$ cat src/rtl/muldiv_unit.sv
// ---------------------------------------------------------------------------
// muldiv_unit
//
// Multi-cycle RV32M multiply/divide unit for the execute stage. Computes all
// eight M-extension operations on two 32-bit register operands and returns a
// registered 32-bit result together with the destination register address.
//
// Build option:
//   MULDIV_FAST_MUL_EN  when defined, multiplies are done with a single
//                       33x33 signed product in IDLE and go straight to FIN;
//                       the iterative MUL state is not compiled. Divides are
//                       identical in both builds.
//
// Ports:
//   CLK     in   1  clock, rising edge
//   RESET   in   1  synchronous active-high reset
//   START   in   1  request a new operation (sampled only while BUSY=0)
//   FUNC    in   3  RV32M funct3 (000 MUL .. 111 REMU)
//   DATA1   in  32  rs1 operand (multiplicand / dividend)
//   DATA2   in  32  rs2 operand (multiplier / divisor)
//   RD_IN   in   5  destination register address
//   RESULT  out 32  registered result, held until the next FIN
//   RD_OUT  out  5  registered destination address for RESULT
//   BUSY    out  1  an operation is in progress
//   DONE    out  1  one-cycle pulse, RESULT/RD_OUT valid
// ---------------------------------------------------------------------------
module muldiv_unit (
    input  logic        CLK,
    input  logic        RESET,
    input  logic        START,
    input  logic [2:0]  FUNC,
    input  logic [31:0] DATA1,
    input  logic [31:0] DATA2,
    input  logic [4:0]  RD_IN,
    output logic [31:0] RESULT,
    output logic [4:0]  RD_OUT,
    output logic        BUSY,
    output logic        DONE
);

`ifdef MULDIV_FAST_MUL_EN
    typedef enum logic [1:0] {
        S_IDLE = 2'd0,
        S_DIV  = 2'd2,
        S_FIN  = 2'd3
    } state_t;
`else
    typedef enum logic [1:0] {
        S_IDLE = 2'd0,
        S_MUL  = 2'd1,
        S_DIV  = 2'd2,
        S_FIN  = 2'd3
    } state_t;
`endif

    state_t      state;
    state_t      next_state;

    logic [2:0]  func_q;
    logic [4:0]  rd_q;
    // Shared work register: product accumulator for multiply,
    // {partial remainder, dividend/quotient} for divide, or a finished
    // raw value when bypass is set.
    logic [63:0] work;
    logic [31:0] operand_q;
    logic        sign_a;
    logic        sign_b;
    logic        bypass;
    logic [5:0]  count;

    // ------------------------------------------------------------------
    // Operand decode for the operation being requested in IDLE
    // ------------------------------------------------------------------
    logic        is_div;
    logic        a_signed;
    logic        b_signed;
    logic        a_neg;
    logic        b_neg;
    logic [31:0] a_abs;
    logic [31:0] b_abs;
    logic        div_zero;
    logic        div_ovf;
    logic [31:0] special_val;

    always_comb begin
        is_div   = FUNC[2];
        a_signed = is_div ? ~FUNC[0] : ((FUNC == 3'b001) || (FUNC == 3'b010));
        b_signed = is_div ? ~FUNC[0] : (FUNC == 3'b001);
        a_neg    = a_signed & DATA1[31];
        b_neg    = b_signed & DATA2[31];
        a_abs    = a_neg ? (32'd0 - DATA1) : DATA1;
        b_abs    = b_neg ? (32'd0 - DATA2) : DATA2;
        div_zero = is_div && (DATA2 == 32'd0);
        div_ovf  = is_div && ~FUNC[0] && (DATA1 == 32'h8000_0000) &&
                   (DATA2 == 32'hFFFF_FFFF);
        // Divide-by-zero and signed overflow have fixed architectural results
        if (div_zero) begin
            special_val = FUNC[1] ? DATA1 : 32'hFFFF_FFFF;
        end else begin
            special_val = FUNC[1] ? 32'd0 : 32'h8000_0000;
        end
    end

`ifdef MULDIV_FAST_MUL_EN
    // Sign/zero extension to 33 bits then to 64; the low 64 bits of the
    // signed product are all any multiply variant needs.
    logic signed [63:0] fast_a;
    logic signed [63:0] fast_b;
    logic signed [63:0] fast_prod;

    always_comb begin
        fast_a    = {{32{a_signed & DATA1[31]}}, DATA1};
        fast_b    = {{32{b_signed & DATA2[31]}}, DATA2};
        fast_prod = fast_a * fast_b;
    end
`else
    // Shift-add step: add multiplicand to the upper half when the current
    // multiplier bit is set, then shift the whole register right by one.
    logic [32:0] mul_sum;
    logic [63:0] mul_next;

    always_comb begin
        mul_sum  = {1'b0, work[63:32]} + (work[0] ? {1'b0, operand_q} : 33'd0);
        mul_next = {mul_sum, work[31:1]};
    end
`endif

    // Restoring divide step: shift the next dividend bit into the partial
    // remainder and subtract the divisor when it fits.
    logic [32:0] div_shift;
    logic        div_fits;
    logic [31:0] div_sub;
    logic [63:0] div_next;

    always_comb begin
        div_shift = {work[63:32], work[31]};
        div_fits  = (div_shift >= {1'b0, operand_q});
        div_sub   = div_shift[31:0] - operand_q;
        if (div_fits) begin
            div_next = {div_sub, work[30:0], 1'b1};
        end else begin
            div_next = {div_shift[31:0], work[30:0], 1'b0};
        end
    end

    // ------------------------------------------------------------------
    // Sign fix-up and result selection used in FIN
    // ------------------------------------------------------------------
    logic [63:0] prod_fixed;
    logic [31:0] quo_fixed;
    logic [31:0] rem_fixed;
    logic [31:0] fin_result;

    always_comb begin
        prod_fixed = (sign_a ^ sign_b) ? (64'd0 - work) : work;
        quo_fixed  = (sign_a ^ sign_b) ? (32'd0 - work[31:0]) : work[31:0];
        rem_fixed  = sign_a ? (32'd0 - work[63:32]) : work[63:32];
        if (bypass) begin
            // Raw value already final: low word for MUL and divides,
            // high word for the MULH family.
            if (func_q[2] || (func_q[1:0] == 2'b00)) begin
                fin_result = work[31:0];
            end else begin
                fin_result = work[63:32];
            end
        end else if (func_q[2]) begin
            fin_result = func_q[1] ? rem_fixed : quo_fixed;
        end else if (func_q[1:0] == 2'b00) begin
            fin_result = prod_fixed[31:0];
        end else begin
            fin_result = prod_fixed[63:32];
        end
    end

    // ------------------------------------------------------------------
    // FSM state register
    // ------------------------------------------------------------------
    always_ff @(posedge CLK) begin
        if (RESET) begin
            state <= S_IDLE;
        end else begin
            state <= next_state;
        end
    end

    // ------------------------------------------------------------------
    // FSM next-state and BUSY
    // ------------------------------------------------------------------
    always_comb begin
        next_state = state;
        BUSY       = (state != S_IDLE);
        case (state)
            S_IDLE: begin
                if (START) begin
                    if (is_div) begin
                        next_state = (div_zero || div_ovf) ? S_FIN : S_DIV;
                    end else begin
`ifdef MULDIV_FAST_MUL_EN
                        next_state = S_FIN;
`else
                        next_state = S_MUL;
`endif
                    end
                end
            end
`ifndef MULDIV_FAST_MUL_EN
            S_MUL: begin
                if (count == 6'd31) begin
                    next_state = S_FIN;
                end
            end
`endif
            S_DIV: begin
                if (count == 6'd31) begin
                    next_state = S_FIN;
                end
            end
            S_FIN: begin
                next_state = S_IDLE;
            end
            default: begin
                next_state = S_IDLE;
            end
        endcase
    end

    // ------------------------------------------------------------------
    // Datapath: operand capture, iteration and result registration
    // ------------------------------------------------------------------
    always_ff @(posedge CLK) begin
        if (RESET) begin
            func_q    <= 3'd0;
            rd_q      <= 5'd0;
            work      <= 64'd0;
            operand_q <= 32'd0;
            sign_a    <= 1'b0;
            sign_b    <= 1'b0;
            bypass    <= 1'b0;
            count     <= 6'd0;
            RESULT    <= 32'd0;
            RD_OUT    <= 5'd0;
            DONE      <= 1'b0;
        end else begin
            DONE <= 1'b0;
            case (state)
                S_IDLE: begin
                    if (START) begin
                        func_q    <= FUNC;
                        rd_q      <= RD_IN;
                        sign_a    <= a_neg;
                        sign_b    <= b_neg;
                        count     <= 6'd0;
                        operand_q <= is_div ? b_abs : a_abs;
                        if (is_div) begin
                            if (div_zero || div_ovf) begin
                                work   <= {32'd0, special_val};
                                bypass <= 1'b1;
                            end else begin
                                work   <= {32'd0, a_abs};
                                bypass <= 1'b0;
                            end
                        end else begin
`ifdef MULDIV_FAST_MUL_EN
                            work   <= fast_prod;
                            bypass <= 1'b1;
`else
                            work   <= {32'd0, b_abs};
                            bypass <= 1'b0;
`endif
                        end
                    end
                end
`ifndef MULDIV_FAST_MUL_EN
                S_MUL: begin
                    work  <= mul_next;
                    count <= count + 6'd1;
                end
`endif
                S_DIV: begin
                    work  <= div_next;
                    count <= count + 6'd1;
                end
                S_FIN: begin
                    RESULT <= fin_result;
                    RD_OUT <= rd_q;
                    DONE   <= 1'b1;
                    count  <= 6'd0;
                end
                default: begin
                    count <= 6'd0;
                end
            endcase
        end
    end

endmodule

$ cat config.mk
export PLATFORM = sky130hd
export DESIGN_NAME = muldiv_unit
export DESIGN_NICKNAME = d
export VERILOG_FILES = /design/src/rtl/muldiv_unit.sv
export SDC_FILE = /design/constraint.sdc
export NUM_CORES = 1
export LEC_CHECK = 0
export BUFFER_PORTS_ARGS = -buffer_cell sky130_fd_sc_hd__buf_2
export CORE_AREA = 3 3 218 220
export CTS_BUF_LIST = sky130_fd_sc_hd__clkbuf_8
export CTS_CLUSTER_DIAMETER = 200
export DETAILED_ROUTE_END_ITERATION = 8
export DIE_AREA = 0 0 221 223
export PLACE_DENSITY = 0.62
export SLEW_MARGIN = 25
export SYNTH_ARGS = -nofsm -noshare
export SYNTH_HDL_FRONTEND = slang
export SYNTH_SLANG_ARGS = --single-unit
$ cat constraint.sdc
create_clock -name CLK -period 12.1 [get_ports CLK]
set_clock_uncertainty 0.1 [all_clocks]
set_input_delay 3.63 -clock CLK [delete_from_list [all_inputs] [get_ports CLK]]
set_output_delay 3.63 -clock CLK [all_outputs]
set_load 0.01 [all_outputs]
==> reports/summary.txt, run 1 <==
Mapped cell area: 15900 sq um
Total global routing overflow: 0
Total track usage: 24.3%
Synth Instances: 2248
Worst-path clk slew: 0.10 ns
# Post-CTS Setup Buffers: 0
Mux contribution to synthesized area: 4.21%
Routed via count: 17.3k
Worst r2r path cells: 12
Area leader, netlist: dfxtp_1
PnR Total Power: 3.01 mW
First DRT Iteration DRCs: 1907
YS warnings: 0
Status: finished, final reports clean
Min-Delay Path Class: reg2reg
Syn_area_per_cell: 7.08 sq um
Cell Count, Final, Fillers Out: 2833
H-Tree Depth: 4
Hold-fix buffer count after cts: 0
Crit path cell chain: buf_2 -> buf_4 -> inv_1 -> nor3_1 -> and2_0 -> buf_4 -> nor2_1 -> buf_4 -> nand2_2 -> o22ai_1 -> a2111oi_0 -> nor3_1
Final setup viols: 0
Post-Synth XOR/XNOR Area: 10.5%
Placed cells: 2801
Pwr/cell area: 175 nW/um^2
Final nets: 2372
#FFs+latches synth: 153
Fin. Hold Viols: 0
Detailed placer's ending HPWL: 46800 um
Peak VDD IR: 0.000148 V
Total clock sinks: 153
Die height: 223 um
Drc violations: 0
Core Box Area: 45500 sq um
Simple-Gate Fraction of Synth Area: 22.5%
Leak pwr: 6.73 nW
Largest net degree at the start of global routing: 90
Max-Slew Margin vs Limit: 24.9%
Top-area cell type share of the netlist area: 19.3%
N_diodes: 0
Worst Path Arrival: 6.88 ns
Number of vias per cell: 6.12
Setup TNS: 0 ns
Root buffer cell: clkbuf_8
Hold Path Depth: 2
Max frequency: 151 MHz
Full die area: 49300 sq um
Max Slew Vio Count: 0
Vias in the first global route: 16.3k
Worst EP required: 12.37 ns
Max_cap viols: 0
Crit path largest cell delay: 0.65 ns
P&R area growth vs syn: 8.10%
CP Capture Type: flip-flop
Worst skew pair latency: 0.53 ns
Post-Syn Nets: 2400
RSZ-0062 raised after global routing: false
Core Rows: 78
EDFF count, synth: 0
First-pass GRT wire length: 96000 um
Fillers: 4926
Post-DR wirelength/cell: 22.0 um
Synth Area in Adders: 6.15%
TritonCTS Buffers: 17
Compound-Gate Fraction of Synth Area: 30.8%
CP Launch Type: input pin
Share of cells above drive strength 1: 11.0%
GPL Wtd Cong: 0.976
Tmin final: 6.61 ns
Crit-path slowest cell: buf_4
IO buf count: 113
Worst Path Max Fanout: 89
Period utilization: 54.6%
Post-route setup slack: 5.49 ns
CTS max path bufs: 2
Part of the Yosys area used for sequential elements: 19.3%
CTS tree: yes
Most used DFF post-synth: dfxtp_1
Largest family of logic cells by synthesized area: compound AO/OA/AOI/OAI gates
Initial Utilization: 35.0%
Pre-CTS WS: 5.02 ns
FF-to-FF setup slack: 6.90 ns
Io pins: 114
Critical Path Most Common Cell: buf_4
Initial DRT Pass Iterations: 7
Asr flop ratio synth: 0%
Antenna violations before repair: 1
Routed WL: 62300 um
CTS-repair resized insts: 0
Die Width: 221 um
Setup CP Type: in2reg
Largest cells by area after synthesis: dfxtp_1 (19%), a21oi_1 (6.8%), ha_1 (5.9%)
Synth unique cells: 90
Worst slew pin tran: 1.11 ns
Detail Route Antenna Nets: 0
## metal layers
layer / share of wire [%] / global-route usage [%] / up-vias
met3: 8.6 / 4.54 / 126
met2: 43 / 37.1 / 850
met4: 3.5 / 9.02 / 2
li1: - / - / 8112
met5: 0.011 / 0 / -
met1: 45 / 33.9 / 8242
## report_power, final
group	leakage, nW	internal [mW]	switching [mW]
logic	5.27	0.610	1.15
registers	1.25	0.599	0.211
clock network	0.222	0.196	0.248
## placed cells by master (no fill, tap or decap), drive strengths merged, types with 28 or more instances in the layout
cell / instances
xor2: 86
a21o: 39
nand2: 243
inv: 80
o31ai: 37
o21ai: 147
nor3: 74
nand3: 30
a21oi: 217
ha: 75
dfxtp: 153
buf: 144
nor2: 231
xnor2: 105
a211oi: 37
mux2i: 41
a31oi: 28
## synthesized netlist by cell type, types with 27 or more instances
library cell / n
a211oi_1: 37
a21o_1: 39
a21oi_1: 217
a31oi_1: 28
clkbuf_1: 159
dfxtp_1: 153
ha_1: 75
inv_1: 74
mux2i_1: 41
nand2_1: 242
nand3_1: 29
nor2_1: 229
nor3_1: 74
o211ai_1: 27
o21ai_0: 140
o31ai_1: 36
xnor2_1: 105
xor2_1: 86
## through the flow
stage / area (sq um) / utilization [%] / hold slack [ns]
final: 17200 / 37.8 / 0.351
after global placement: 16800 / 36.8 / 0.342
after detailed placement: 16800 / 36.8 / 0.340
after global routing: 17200 / 37.8 / 0.376
after floorplan: 15900 / - / 0.332
after CTS: 17200 / 37.8 / 0.354
## layout make-up
cell class,instances,area [sq um],share of cell area [%]
Multi-Input combinational cell,1829,11900,69.0
Sequential cell,153,3060,17.8
Timing Repair Buffer,144,801,4.66
Tap cell,600,751,4.36
Inverter,75,282,1.64
Clock buffer,17,234,1.36
Clock inverter,15,208,1.21
## worst max-delay path, delay by kind of cell
family | cells | cell delay [ns]
AOI/OAI and AO/OA | 2 | 0.47
buffers and inverters | 5 | 1.82
and+or+nand+nor | 5 | 0.89
## worst paths after layout
check / startpoint / end
max: FUNC[2] / work[26]
min: RESULT[20] / RESULT[20]
max reg2reg: work[40] / work[47]
min reg2reg: RESULT[20] / RESULT[20]
## flip-flops by register name, indices dropped and copies added, names as in the netlist
| signal | flops |
|---|---|
| sign_a | 1 |
| work | 64 |
| RD_OUT | 5 |
| DONE | 1 |
| bypass | 1 |
| rd_q | 5 |
| sign_b | 1 |
| operand_q | 32 |
| RESULT | 32 |
| count | 6 |
| state | 2 |
| func_q | 3 |
## logic make-up (layout without fill, tap and decap cells)
logic type,after synthesis,in the layout
fa+ha+maj,77,77
mux,64,64
flops,153,153
xor+xnor,191,191
simple gates,758,758
compound gates,739,739
buf+inv,266,251
Power figures use the tool's default switching activity.
==> run 2: changes to the inputs <==
==> constraint.sdc (replaced) <==
create_clock -name CLK -period 6.9 [get_ports CLK]
set_clock_uncertainty 0.1 [all_clocks]
set_input_delay 2.07 -clock CLK [delete_from_list [all_inputs] [get_ports CLK]]
set_output_delay 2.07 -clock CLK [all_outputs]
set_load 0.01 [all_outputs]
==> run 2 against run 1 <==
Effect of this change: setup slack worse by 3.6 ns; global-route usage decreased by 0.42 points; sequential share of layout area rose by 0.057 points; power up 73%; non-clock buffer count is 1 lower; clock-buffer cell count unchanged; first-iteration DRC count up 0.47%; utilization decreased by 0.12 points; critical path depth unchanged; cell count about the same; critical endpoint is now work[45]; largest cell class unchanged.
==> reports/summary.txt, run 2 (synthesis results as in run 1) <==
Final nets: 2371 (was 2372)
CP Capture Type: flip-flop (unchanged)
Int Power: 2.42 mW (was 1.40 mW)
CTS max path bufs: 2 (unchanged)
IO buf count: 113 (unchanged)
Max frequency: 199 MHz
Reg power frac: 27.6% (was 26.9%)
Gate power share: 58.8% (was 58.4%)
Met1 wire length: 26600 um (was 27900 um)
Worst Path Max Fanout: 20 (was 89)
TritonCTS Buffers: 17 (unchanged)
Largest register by flop count: work (unchanged)
H-Tree Depth: 4 (unchanged)
Worst EP required: 7.16 ns (was 12.37 ns)
Net Switching: 2.78 mW (was 1.61 mW)
Worst Path Arrival: 5.28 ns (was 6.88 ns)
Peak VDD IR: 0.000191 V (was 0.000148 V)
Core Rows: 78 (unchanged)
Share of cells above drive strength 1: 11.0% (about the same)
Routed via count: 17.3k (about the same)
Largest net degree at the start of global routing: 89 (was 90)
Clk pwr share: 13.6% (was 14.7%)
RSZ-0062 raised after global routing: false (unchanged)
Critical Path Most Common Cell: nor3_1 (was buf_4)
First-pass GRT wire length: 94200 um (was 96000 um)
Crit path largest cell delay: 0.91 ns (was 0.65 ns)
P&R area growth vs syn: 7.75% (was 8.10%)
Routed wl met2: 26700 um (was 26900 um)
Drc violations: 0 (unchanged)
Worst skew pair latency: 0.51 ns (was 0.53 ns)
Leak pwr: 6.70 nW (was 6.73 nW)
Number of vias per cell: 6.13 (was 6.12)
Min-Delay Path Class: reg2reg (unchanged)
CTS-repair resized insts: 0 (unchanged)
Biggest regs: work (64), RESULT (32), operand_q (32) (unchanged)
Period utilization: 72.9%
Worst-path clk slew: 0.09 ns (was 0.10 ns)
Total clock sinks: 153 (unchanged)
GPL Wtd Cong: 0.995 (was 0.976)
Top sig layer: met5 (unchanged)
Most common cell after layout, fill and taps aside: nand2_1 (unchanged)
Fin. Hold Viols: 0 (unchanged)
Status: finished, final reports clean (unchanged)
Hold-fix buffer count after cts: 0 (unchanged)
CTS tree: yes (unchanged)
Vias in the first global route: 16.2k (was 16.3k)
Die height: 223 um (unchanged)
# Post-CTS Setup Buffers: 0 (unchanged)
Switching Fraction: 53.4% (was 53.3%)
Max reg flops: 64 (unchanged)
CP Launch Type: flip-flop (was input pin)
Max Slew Vio Count: 0 (unchanged)
Full die area: 49300 sq um (unchanged)
Total track usage: 23.8% (was 24.3%)
Worst slew pin tran: 1.00 ns (was 1.11 ns)
Io pins: 114 (unchanged)
Antenna violations before repair: 2 (was 1)
Placed cells: 2800 (was 2801)
Crit path cell chain: ha_1 -> and3_1 -> nand4_1 -> a21oi_1 -> o21a_1 -> nor3_1 -> a22oi_1 -> a41o_1 -> buf_4 -> mux2_2 -> a222oi_1 -> nor3_1 (was buf_2 -> buf_4 -> inv_1 -> nor3_1 -> and2_0 -> buf_4 -> nor2_1 -> buf_4 -> nand2_2 -> o22ai_1 -> a2111oi_0 -> nor3_1)
Cell Count, Final, Fillers Out: 2832 (was 2833)
Setup CP Type: reg2reg (was in2reg)
Wire length on met3: 5970 um (was 5380 um)
Routed WL: 61400 um (was 62300 um)
Crit-path slowest cell: a41o_1 (was buf_4)
Root buffer cell: clkbuf_8 (unchanged)
Max-Slew Margin vs Limit: 33.3% (was 24.9%)
Core Box Area: 45500 sq um (unchanged)
Die Width: 221 um (unchanged)
Final setup viols: 0 (unchanged)
Initial DRT Pass Iterations: 6 (was 7)
Post-DR wirelength/cell: 21.7 um (was 22.0 um)
Most frequent cells in the layout: nand2_1 (242), nor2_1 (226), a21oi_1 (216) (was nand2_1 (242), nor2_1 (227), a21oi_1 (216))
Detailed placer's ending HPWL: 46800 um (about the same)
Tmin final: 5.03 ns
First DRT Iteration DRCs: 1916 (was 1907)
Total global routing overflow: 0 (unchanged)
Max_cap viols: 0 (unchanged)
Setup TNS: 0 ns (unchanged)
Initial Utilization: 35.0% (unchanged)
Detail Route Antenna Nets: 0 (unchanged)
Pwr/cell area: 303 nW/um^2 (was 175 nW/um^2)
[run 2: cell type report]
cell class	instances	area (sq um)
Clock inverter	14	155
Tap cell	600	751
Clock buffer	17	234
Antenna cell	1	2.50
Multi-Input combinational cell	1829	11900
Fill cell	4867	28300
Timing Repair Buffer	143	793
Inverter	75	282
Sequential cell	153	3060
[run 2: power by group through the flow]
stage	registers [mW]	logic, mW	clock network (mW)
floorplan	1.17	2.28	0
global placement	1.43	2.95	0
detailed placement	1.43	2.99	0
CTS	1.41	3.00	0.722
global route	1.44	3.33	0.752
finish	1.44	3.06	0.705
[run 2: worst max-delay path: cells and delay by family, from the launching register on]
family / cells / cell delay, ns
AND/OR/NAND/NOR: 4 / 0.59
adder cells (fa/ha/maj): 1 / 0.37
multiplexers: 1 / 0.39
AO/OA/AOI/OAI: 5 / 2.26
buffers and inverters: 1 / 0.43
flip-flops: 1 / 0.74
[run 2: layer usage]
metal  track usage [%]  up-vias
li1                  -     8140
met1              32.3     8189
met2              37.3      879
met3              5.34      134
met4              8.39        4
met5                 0        -
[run 2: worst paths after layout]
check           startpoint       endpoint  slack [ns]  depth (start not counted)
max               work[40]       work[45]        1.87                         12
min reg2reg  operand_q[14]  operand_q[14]        0.35                          2
min          operand_q[14]  operand_q[14]        0.35                          2
max reg2reg       work[40]       work[45]        1.87                         12
[run 2: stage by stage]
step	cell area, sq um	hold WS [ns]	utilization (%)	total power [mW]	worst slack [ns]
floorplan	15900	0.332	-	3.44	2.20
global placement	16700	0.340	36.8	4.38	1.29
detailed placement	16800	0.344	36.8	4.42	1.37
CTS	17100	0.357	37.7	5.13	1.93
global route	17100	0.383	37.7	5.52	1.60
finish	17100	0.355	37.7	5.20	1.87
